$ cat src/rtl/ex_muldiv.sv
// ex_muldiv: iterative multiply/divide unit for the M-extension operations.
// Multiplies use shift-add and divides use restoring division on operand
// magnitudes, one bit per cycle. The sign is applied when the result is read out.
// Optional build macro MULDIV_FAST_MUL_EN: multiplies complete in one cycle
// from a combinational full product; divides are unchanged.
module ex_muldiv #(
  parameter int DATA_W     = 32,
  parameter int REG_ADDR_W = 5
) (
  input  logic                  clk,
  input  logic                  rst,
  input  logic                  start_i,
  input  logic [2:0]            op_i,
  input  logic [DATA_W-1:0]     src1_i,
  input  logic [DATA_W-1:0]     src2_i,
  input  logic [REG_ADDR_W-1:0] w_reg_addr_i,
  input  logic                  flush_i,
  output logic                  div_hold_enable_o,
  output logic                  done_o,
  output logic [DATA_W-1:0]     result_o,
  output logic [REG_ADDR_W-1:0] w_reg_addr_o
);

  localparam int                CNT_W    = $clog2(DATA_W);
  localparam logic [CNT_W-1:0]  CNT_LAST = CNT_W'(DATA_W - 1);
  localparam logic [DATA_W-1:0] MOST_NEG = {1'b1, {(DATA_W-1){1'b0}}};

  typedef enum logic [1:0] {IDLE, CALC, DONE} state_t;

  state_t                state, state_nxt;
  logic [2:0]            op_r;
  logic [REG_ADDR_W-1:0] addr_r;
  logic                  neg_q_r;   // negate product / quotient on readout
  logic                  neg_r_r;   // negate remainder on readout
  logic [DATA_W-1:0]     mag_b_r;   // addend (multiply) or divisor magnitude
  logic [2*DATA_W-1:0]   acc_r;     // {hi, lo} product or {remainder, quotient}
  logic [CNT_W-1:0]      cnt_r;

  // Absolute value when the operand is treated as signed.
  function automatic logic [DATA_W-1:0] magnitude(input logic signed [DATA_W-1:0] x,
                                                  input logic use_sign);
    logic signed [DATA_W-1:0] n;
    n = -x;
    return (use_sign && x[DATA_W-1]) ? $unsigned(n) : $unsigned(x);
  endfunction

  // Conditional two's-complement negation, single width.
  function automatic logic [DATA_W-1:0] neg_w(input logic signed [DATA_W-1:0] x,
                                              input logic en);
    logic signed [DATA_W-1:0] n;
    n = -x;
    return en ? $unsigned(n) : $unsigned(x);
  endfunction

  // Conditional two's-complement negation, double width.
  function automatic logic [2*DATA_W-1:0] neg_2w(input logic signed [2*DATA_W-1:0] x,
                                                 input logic en);
    logic signed [2*DATA_W-1:0] n;
    n = -x;
    return en ? $unsigned(n) : $unsigned(x);
  endfunction

  logic              accept, is_div, sgn_a, sgn_b, div_zero, div_ovf, fast_path;
  logic [DATA_W-1:0] mag_a, mag_b;
`ifdef MULDIV_FAST_MUL_EN
  logic signed [2*DATA_W-1:0] ext_a, ext_b, fast_prod;
`endif

  // Decode the request presented in IDLE: signedness, special cases, magnitudes.
  always_comb begin
    is_div = op_i[2];
    if (is_div) begin
      sgn_a = !op_i[0];
      sgn_b = !op_i[0];
    end else begin
      sgn_a = (op_i[1:0] != 2'b11);
      sgn_b = !op_i[1];
    end
    accept    = (state == IDLE) && start_i && !flush_i;
    div_zero  = is_div && (src2_i == '0);
    div_ovf   = is_div && !op_i[0] && (src1_i == MOST_NEG) && (src2_i == '1);
    mag_a     = magnitude(src1_i, sgn_a);
    mag_b     = magnitude(src2_i, sgn_b);
    fast_path = div_zero || div_ovf;
`ifdef MULDIV_FAST_MUL_EN
    ext_a     = sgn_a ? {{DATA_W{src1_i[DATA_W-1]}}, src1_i} : {{DATA_W{1'b0}}, src1_i};
    ext_b     = sgn_b ? {{DATA_W{src2_i[DATA_W-1]}}, src2_i} : {{DATA_W{1'b0}}, src2_i};
    fast_prod = ext_a * ext_b;
    fast_path = fast_path || !is_div;
`endif
  end

  logic [DATA_W:0]     mul_sum, div_shift;
  logic [DATA_W-1:0]   div_diff;
  logic                div_ge;
  logic [2*DATA_W-1:0] mul_nxt, div_nxt;

  // One shift-add step and one restoring-division step on the accumulator.
  always_comb begin
    mul_sum   = {1'b0, acc_r[2*DATA_W-1:DATA_W]} + (acc_r[0] ? {1'b0, mag_b_r} : '0);
    mul_nxt   = {mul_sum, acc_r[DATA_W-1:1]};
    div_shift = {acc_r[2*DATA_W-1:DATA_W], acc_r[DATA_W-1]};
    div_ge    = div_shift >= {1'b0, mag_b_r};
    div_diff  = div_shift[DATA_W-1:0] - mag_b_r;
    div_nxt   = {(div_ge ? div_diff : div_shift[DATA_W-1:0]), acc_r[DATA_W-2:0], div_ge};
  end

  // Next-state logic: special cases skip CALC, flush aborts CALC only.
  always_comb begin
    state_nxt = state;
    case (state)
      IDLE: if (accept) state_nxt = fast_path ? DONE : CALC;
      CALC: begin
        if (flush_i)               state_nxt = IDLE;
        else if (cnt_r == CNT_LAST) state_nxt = DONE;
      end
      DONE:    state_nxt = IDLE;
      default: state_nxt = IDLE;
    endcase
  end

  // State, operand capture at acceptance and per-cycle iteration.
  always_ff @(posedge clk) begin
    if (rst) begin
      state   <= IDLE;
      op_r    <= '0;
      addr_r  <= '0;
      neg_q_r <= 1'b0;
      neg_r_r <= 1'b0;
      mag_b_r <= '0;
      acc_r   <= '0;
      cnt_r   <= '0;
    end else begin
      state <= state_nxt;
      if (accept) begin
        op_r    <= op_i;
        addr_r  <= w_reg_addr_i;
        mag_b_r <= mag_b;
        cnt_r   <= '0;
        if (div_zero) begin
          acc_r   <= {src1_i, {DATA_W{1'b1}}};
          neg_q_r <= 1'b0;
          neg_r_r <= 1'b0;
        end else if (div_ovf) begin
          acc_r   <= {{DATA_W{1'b0}}, MOST_NEG};
          neg_q_r <= 1'b0;
          neg_r_r <= 1'b0;
`ifdef MULDIV_FAST_MUL_EN
        end else if (!is_div) begin
          acc_r   <= fast_prod;
          neg_q_r <= 1'b0;
          neg_r_r <= 1'b0;
`endif
        end else begin
          acc_r   <= {{DATA_W{1'b0}}, mag_a};
          neg_q_r <= (sgn_a & src1_i[DATA_W-1]) ^ (sgn_b & src2_i[DATA_W-1]);
          neg_r_r <= sgn_a & src1_i[DATA_W-1];
        end
      end else if (state == CALC) begin
        if (flush_i) begin
          cnt_r <= '0;
        end else begin
          acc_r <= op_r[2] ? div_nxt : mul_nxt;
          cnt_r <= cnt_r + CNT_W'(1);
        end
      end
    end
  end

  logic [2*DATA_W-1:0] prod_fin;
  logic [DATA_W-1:0]   quo_fin, rem_fin, result_fin;

  // Result selection with sign applied, and gated outputs.
  always_comb begin
    prod_fin = neg_2w(acc_r, neg_q_r);
    quo_fin  = neg_w(acc_r[DATA_W-1:0], neg_q_r);
    rem_fin  = neg_w(acc_r[2*DATA_W-1:DATA_W], neg_r_r);
    if (!op_r[2])
      result_fin = (op_r[1:0] == 2'b00) ? prod_fin[DATA_W-1:0] : prod_fin[2*DATA_W-1:DATA_W];
    else
      result_fin = op_r[1] ? rem_fin : quo_fin;
    done_o            = !rst && (state == DONE);
    div_hold_enable_o = !rst && (accept || (state == CALC));
    result_o          = done_o ? result_fin : '0;
    w_reg_addr_o      = done_o ? addr_r : '0;
  end

endmodule

$ cat config.mk
export PLATFORM = sky130hd
export DESIGN_NAME = ex_muldiv
export DESIGN_NICKNAME = d
export VERILOG_FILES = /design/src/rtl/ex_muldiv.sv
export SDC_FILE = /design/constraint.sdc
export NUM_CORES = 1
export LEC_CHECK = 0
export ABC_CLOCK_PERIOD_IN_PS = 3200
export CAP_MARGIN = 15
export CORE_AREA = 2 2 167 169
export CTS_CLUSTER_DIAMETER = 60
export DETAILED_ROUTE_END_ITERATION = 7
export DIE_AREA = 0 0 169 171
export PLACE_DENSITY_LB_ADDON = 0.1
export SYNTH_ARGS = -nofsm -noshare
export SYNTH_HDL_FRONTEND = slang
export SYNTH_SLANG_ARGS = --single-unit
$ cat constraint.sdc
create_clock -name clk -period 3.2 [get_ports clk]
set_clock_uncertainty 0.15 [all_clocks]
set_input_delay 0.48 -clock clk [delete_from_list [all_inputs] [get_ports clk]]
set_output_delay 0.48 -clock clk [all_outputs]
set_load 0.05 [all_outputs]
# After elaboration in Yosys (flattened, before gate mapping)
# Cells that the tools add are included.
[word_totals]
elab_cells = 82
out_inout_bits = 39
ff_bits = 113
inputBits = 76
[classes]
n_eq_ne = 9
bitwise_logic = 3
n_addsub = 8
order_cmp = 1
muxes = 30
reduce_logical = 23
[op_table]
columns = ["cell", "count"]
rows = [
  ["64-bit two-way mux", 6],
  ["32-bit two-way mux", 11],
  ["32-bit negation", 4],
  ["32-bit equality test (second input constant)", 2],
  ["64-bit negation", 1],
  ["32-bit by 32-bit adder with 33-bit output", 1],
  ["33-bit by 32-bit >= comparator with 1-bit output", 1],
  ["32-bit zero test", 1],
  ["32-bit subtractor", 1],
  ["1-bit logical AND", 10],
  ["5-bit two-way mux", 2],
  ["2-bit two-way mux", 4],
  ["1-bit two-way mux", 6],
  ["5-bit by 1-bit adder with 5-bit output (second input constant)", 1],
  ["5-bit equality test (second input constant)", 1],
  ["1-bit zero test", 4],
  ["2-bit zero test", 2],
  ["2-bit != test (second input constant)", 2],
  ["2-bit case mux with 2 select lines", 1],
  ["2-bit AND reduction", 2],
  ["3-bit != test (second input constant)", 1],
  ["1-bit bitwise AND", 2],
  ["2-bit by 1-bit equality test with 1-bit output (second input constant)", 1],
  ["2-bit equality test (second input constant)", 1],
  ["other kinds (5)", 6],
]

# Longest topological paths before layout
[logic_depth]
ltp_word = 8
depth_mapped = 14

# Worst setup path after synthesis
# Ideal clock, no wire load.
[synth_timing]
path_kind = "flip-flop to output port"
startpoint = "register acc_r[6]"
endpoint = "output port result_o[1]"
arrival_time_ps = 3930
path_slack_ps = -1360
stages_incl_launch_ff = 10
cell_sequence = "dfxtp_1 > buf_2 > or4_1 > or3_4 > nor3_4 > nand3_2 > buf_2 > o21ai_1 > xnor2_1 > a2111oi_1"
[synth_between]
elab_chain_len = 5
[synth_lines]
columns = ["item", "line", "source"]
rows = [
  ["from (decl)", "36", "logic [2*DATA_W-1:0] acc_r;"],
  ["from (signal assigned)", "141", "acc_r <= {src1_i, {DATA_W{1'b1}}};"],
  ["from (signal assigned)", "145", "acc_r <= {{DATA_W{1'b0}}, MOST_NEG};"],
  ["from (signal assigned)", "155", "acc_r <= {{DATA_W{1'b0}}, mag_a};"],
  ["64-bit negation", "59", "n = -x;"],
  ["64-bit two-way mux", "60", "return en ? $unsigned(n) : $unsigned(x);"],
  ["32-bit two-way mux", "179", "result_fin = (op_r[1:0] == 2'b00) ? prod_fin[DATA_W-1:0] : prod_fin[2*DATA_W-1:DATA_W];"],
  ["32-bit two-way mux", "178", "if (!op_r[2])"],
  ["32-bit two-way mux", "184", "result_o = done_o ? result_fin : '0;"],
  ["to (decl)", "20", "output logic [DATA_W-1:0] result_o,"],
]
# Every way passes these cells.

# Worst setup path in the final report
[layout_timing]
startpoint = "register acc_r[32]"
endpoint = "output port result_o[16]"
[layout_between]
elab_chain_len = 5
elab_cells_between_ends = 8
classes_between = "2 x add/sub; 6 x mux"
[layout_lines]
columns = ["item", "line"]
rows = [
  ["64-bit negation or 32-bit negation (tied branches)", "59, 51"],
  ["64-bit two-way mux or 32-bit two-way mux (tied branches)", "60, 52"],
  ["32-bit two-way mux (on tied branches)", "179, 181"],
  ["32-bit two-way mux (*)", "178"],
  ["32-bit two-way mux (*)", "184"],
]
# Every way passes the cells marked *; elsewhere a longest branch is shown, timed or not.

==> out/results.tsv <==
stage	metric	value	unit
logic_synthesis	Syn. warnings	0	
cts	clk buf depth	2	
routing	detailed-route via count	17400	
floorplan	placeable core region	27300	µm²
power	power per cell area	378	nW/µm²
routing	routed len/inst	23.6	µm
worst_setup_path	Setup CP Type	reg2out	
worst_setup_path	largest fanout on the critical path	4	
sta	maximum clock frequency	0.252	GHz
sta	transition at the pin with the smallest max-transition slack	843	ps
power	Comb power frac	0.540	
logic_synthesis	synthesized flop and latch total	113	
floorplan	Die Height	171	µm
worst_setup_path	critical path capture point type	output port	
power	leakage power	8.69	nW
placed_design	Port Buf Inserts	114	
cts	clock sink total	113	
sta	worst slew slack as a fraction of its limit	0.433	
placed_design	gpl congestion	0.990	
power	Seq pwr share	0.204	
placed_design	worst setup slack after placement	-867	ps
grt	via count of the first global-routing pass	16200	
final_layout	most common cell after layout, fill and taps aside	sky130_fd_sc_hd__buf_4	
floorplan	horizontal extent of the die	169	µm
status	status	finished with violations	
worst_setup_path	worst reg2reg path startpoint	acc_r[32]$_SDFFE_PP0P_	
final_layout	number of fillers in the final layout	2047	
placed_design	DP Wirelength	48.2	mm
worst_setup_path	reg2reg path depth	17	
logic_synthesis	predominant post-synthesis flop cell	sky130_fd_sc_hd__dfxtp_1	
sta	Final Cycle Share	1.24	
min_path	Hold Path Depth	2	
sta	setup repair after global routing missed its margin	yes	
cts	number of H-tree branching levels	4	
cts	clk_lat worst skew	440	ps
routing	DRC	0	
cts	number of buffers inserted during clock tree synthesis	17	
min_path	hold path startpoint	addr_r[4]$_SDFFE_PP0P_	
status	violated checks	negative setup slack	
power	power consumption	7.93	mW
routing	final wirelength	63.7	mm
power	largest voltage drop on the vdd net	0.000337	V
grt	first-pass GRT wire length	93.1	mm
power	switch share	0.422	
worst_setup_path	setup slack of the worst register-to-register path	-280	ps
logic_synthesis	number of enable-type register cells in the synthesized netlist	0	
power	clock power share	0.255	
power	net switching power	3.35	mW
cts	root buf cell	sky130_fd_sc_hd__clkbuf_16	
floorplan	die area	28900	µm²
grt	Overall Global Routing Usage	0.420	
floorplan	effective utilization at floorplan	0.489	
floorplan	site row count	61	
routing	first-iteration detailed-routing DRC count	2170	
min_path	class of the tightest hold or removal check	reg2reg	
routing	drt via density	6.43	
final_layout	# nets final	2494	
cts	Post-CTS Hold Fix Bufs	0	
cts	TritonCTS clock tree	yes	
logic_synthesis	fraction of the yosys area taken by sequential cells	0.169	
worst_setup_path	worst reg2reg path endpoint	acc_r[57]$_SDFFE_PP0P_	
sta	Tmin final	3970	ps
sta	setup violation total in the final timing report	65	
worst_setup_path	crit start category	flip-flop	
floorplan	number of top-level design ports	115	
run	number of max-capacitance violations reported	0	
worst_setup_path	Required @ worst endpoint	2570	ps
worst_setup_path	arrival time reported for the critical path endpoint	3340	ps
logic_synthesis	Post-Synthesis Net Count	2034	
sta	final hold vios	0	
final_layout	share of post-route cells with drive strength above 1	0.363	
logic_synthesis	mean instance size in the synthesized netlist	7.09	µm²
cts	Worst-path clk slew	70	ps
grt	maximum number of pins on one net before global-route repair	59	
logic_synthesis	FFs w/ async S/R, synth	0	
logic_synthesis	unique cell type count in the Yosys netlist	86	
grt	remaining global-route overflow	0	
logic_synthesis	Cells after Synth	1885	
sta	number of pins exceeding their max-slew limit in the final report	0	
logic_synthesis	post-synthesis instance area	13400	µm²
final_layout	Area Growth Syn to Fin	56.8	%
power	Int Power	4.58	mW
routing	residual antenna-violating net count after detailed routing	0	
routing	first-pass iteration count of the detailed router	8	
final_layout	most frequent cells in the layout	421 x sky130_fd_sc_hd__buf_4, 213 x sky130_fd_sc_hd__nor2_1, 153 x sky130_fd_sc_hd__nand2_1	
sta	min setup slack post-route	-765	ps
grt	initial antenna violation count	1	
min_path	terminating pin of the worst hold path	addr_r[4]$_SDFFE_PP0P_	
[through the flow]
step / hold WS (ps) / setup TNS [ps] / util / cells / instance area, µm²
after floorplan: 282 / -3810 / - / 1885 / 13900
after global placement: 288 / -35520 / 0.682 / 2636 / 18600
after detailed placement: 293 / -38880 / 0.682 / 2636 / 18600
after CTS: 301 / -20930 / 0.736 / 2688 / 20100
after global routing: 320 / -29620 / 0.767 / 2704 / 21000
final: 307 / -25100 / 0.767 / 2706 / 21000
[sequential cells by signal, summed over array words and instances (netlist names)]
register / flops
acc_r: 64
addr_r: 5
cnt_r: 5
mag_b_r: 32
neg_q_r: 1
neg_r_r: 1
op_r: 3
state: 2
[metal layers]
layer  part of all wire  track usage
met3               0.11       0.0837
met1               0.40        0.549
met4              0.047        0.185
met2               0.45        0.671
met5                  0            0
[worst max-delay path, cell delays in order (launching register included)]
cell and delay, ps:
sky130_fd_sc_hd__dfxtp_4 360, sky130_fd_sc_hd__inv_4 60, sky130_fd_sc_hd__ha_4 120, sky130_fd_sc_hd__or3b_4 370, sky130_fd_sc_hd__or4_4 560, sky130_fd_sc_hd__or3_4 400
sky130_fd_sc_hd__o41ai_4 240, sky130_fd_sc_hd__xor2_1 120, sky130_fd_sc_hd__a221o_1 340, sky130_fd_sc_hd__a21oi_4 170, sky130_fd_sc_hd__buf_12 160
[logic make-up (layout without fill, tap and decap cells)]
family	count (synthesis)	after routing	synth area share
other	0	2	0
xor gates and xnor gates	185	185	0.121
buffers and inverters	203	674	0.0596
and+or+nand+nor	659	660	0.238
adders and majority gates	73	73	0.0694
AOI/OAI and AO/OA	599	600	0.300
DFF	113	113	0.169
muxes	53	53	0.0431
[how the worst max path moves through the flow]
stage                                 from                      to  depth (start not counted)
floorplan            acc_r[9]$_SDFFE_PP0P_             result_o[9]                          8
global placement                 src1_i[1]  acc_r[28]$_SDFFE_PP0P_                         11
detailed placement               src1_i[1]  acc_r[28]$_SDFFE_PP0P_                         11
CTS                  acc_r[9]$_SDFFE_PP0P_            result_o[27]                         10
global route        acc_r[32]$_SDFFE_PP0P_            result_o[16]                         10
finish              acc_r[32]$_SDFFE_PP0P_            result_o[16]                         10
[final cells by class]
| type | count | area (µm²) | share of cell area |
|---|---|---|---|
| inverter | 61 | 234 | 0.0112 |
| tap | 346 | 433 | 0.0207 |
| timing repair buffer | 581 | 5280 | 0.252 |
| multi-input combinational | 1571 | 12100 | 0.579 |
| sequential | 113 | 2280 | 0.109 |
| antenna | 2 | 5.00 | 0.000239 |
| clock inverter | 14 | 145 | 0.00692 |
| clock buffer | 18 | 450 | 0.0215 |
[Yosys cell counts (44+ instances only)]
| library cell | instances | area, µm² |
|---|---|---|
| sky130_fd_sc_hd__inv_1 | 60 | 225 |
| sky130_fd_sc_hd__clkbuf_1 | 116 | 435 |
| sky130_fd_sc_hd__xnor2_1 | 84 | 736 |
| sky130_fd_sc_hd__a21oi_1 | 135 | 676 |
| sky130_fd_sc_hd__o21ai_0 | 138 | 691 |
| sky130_fd_sc_hd__xor2_1 | 101 | 885 |
| sky130_fd_sc_hd__a21o_1 | 44 | 330 |
| sky130_fd_sc_hd__ha_1 | 71 | 888 |
| sky130_fd_sc_hd__a221oi_1 | 52 | 455 |
| sky130_fd_sc_hd__nor2_1 | 223 | 837 |
| sky130_fd_sc_hd__dfxtp_1 | 113 | 2260 |
| sky130_fd_sc_hd__a211oi_1 | 51 | 383 |
| sky130_fd_sc_hd__nor3_1 | 60 | 300 |
| sky130_fd_sc_hd__nand2_1 | 174 | 653 |
[what timing repair did]
| action | CTS | global route |
|---|---|---|
| pin swaps | 80 | 99 |
| buffers inserted | 18 | 19 |
| resized for setup | 163 | 174 |
| cloned | 2 | 2 |
| endpoints found under the setup margin | 97 | 95 |
[power by group through the flow]
stage	clock [mW]	combinational, mW	sequential (mW)
6_report	2.02	4.28	1.62
5_1_grt	2.08	4.50	1.63
4_1_cts	2.01	3.89	1.61
3_5_place_dp	0	3.52	1.64
3_3_place_gp	0	3.47	1.64
2_1_floorplan	0	1.96	1.62
Note: power is estimated with default switching activity, not from simulation.
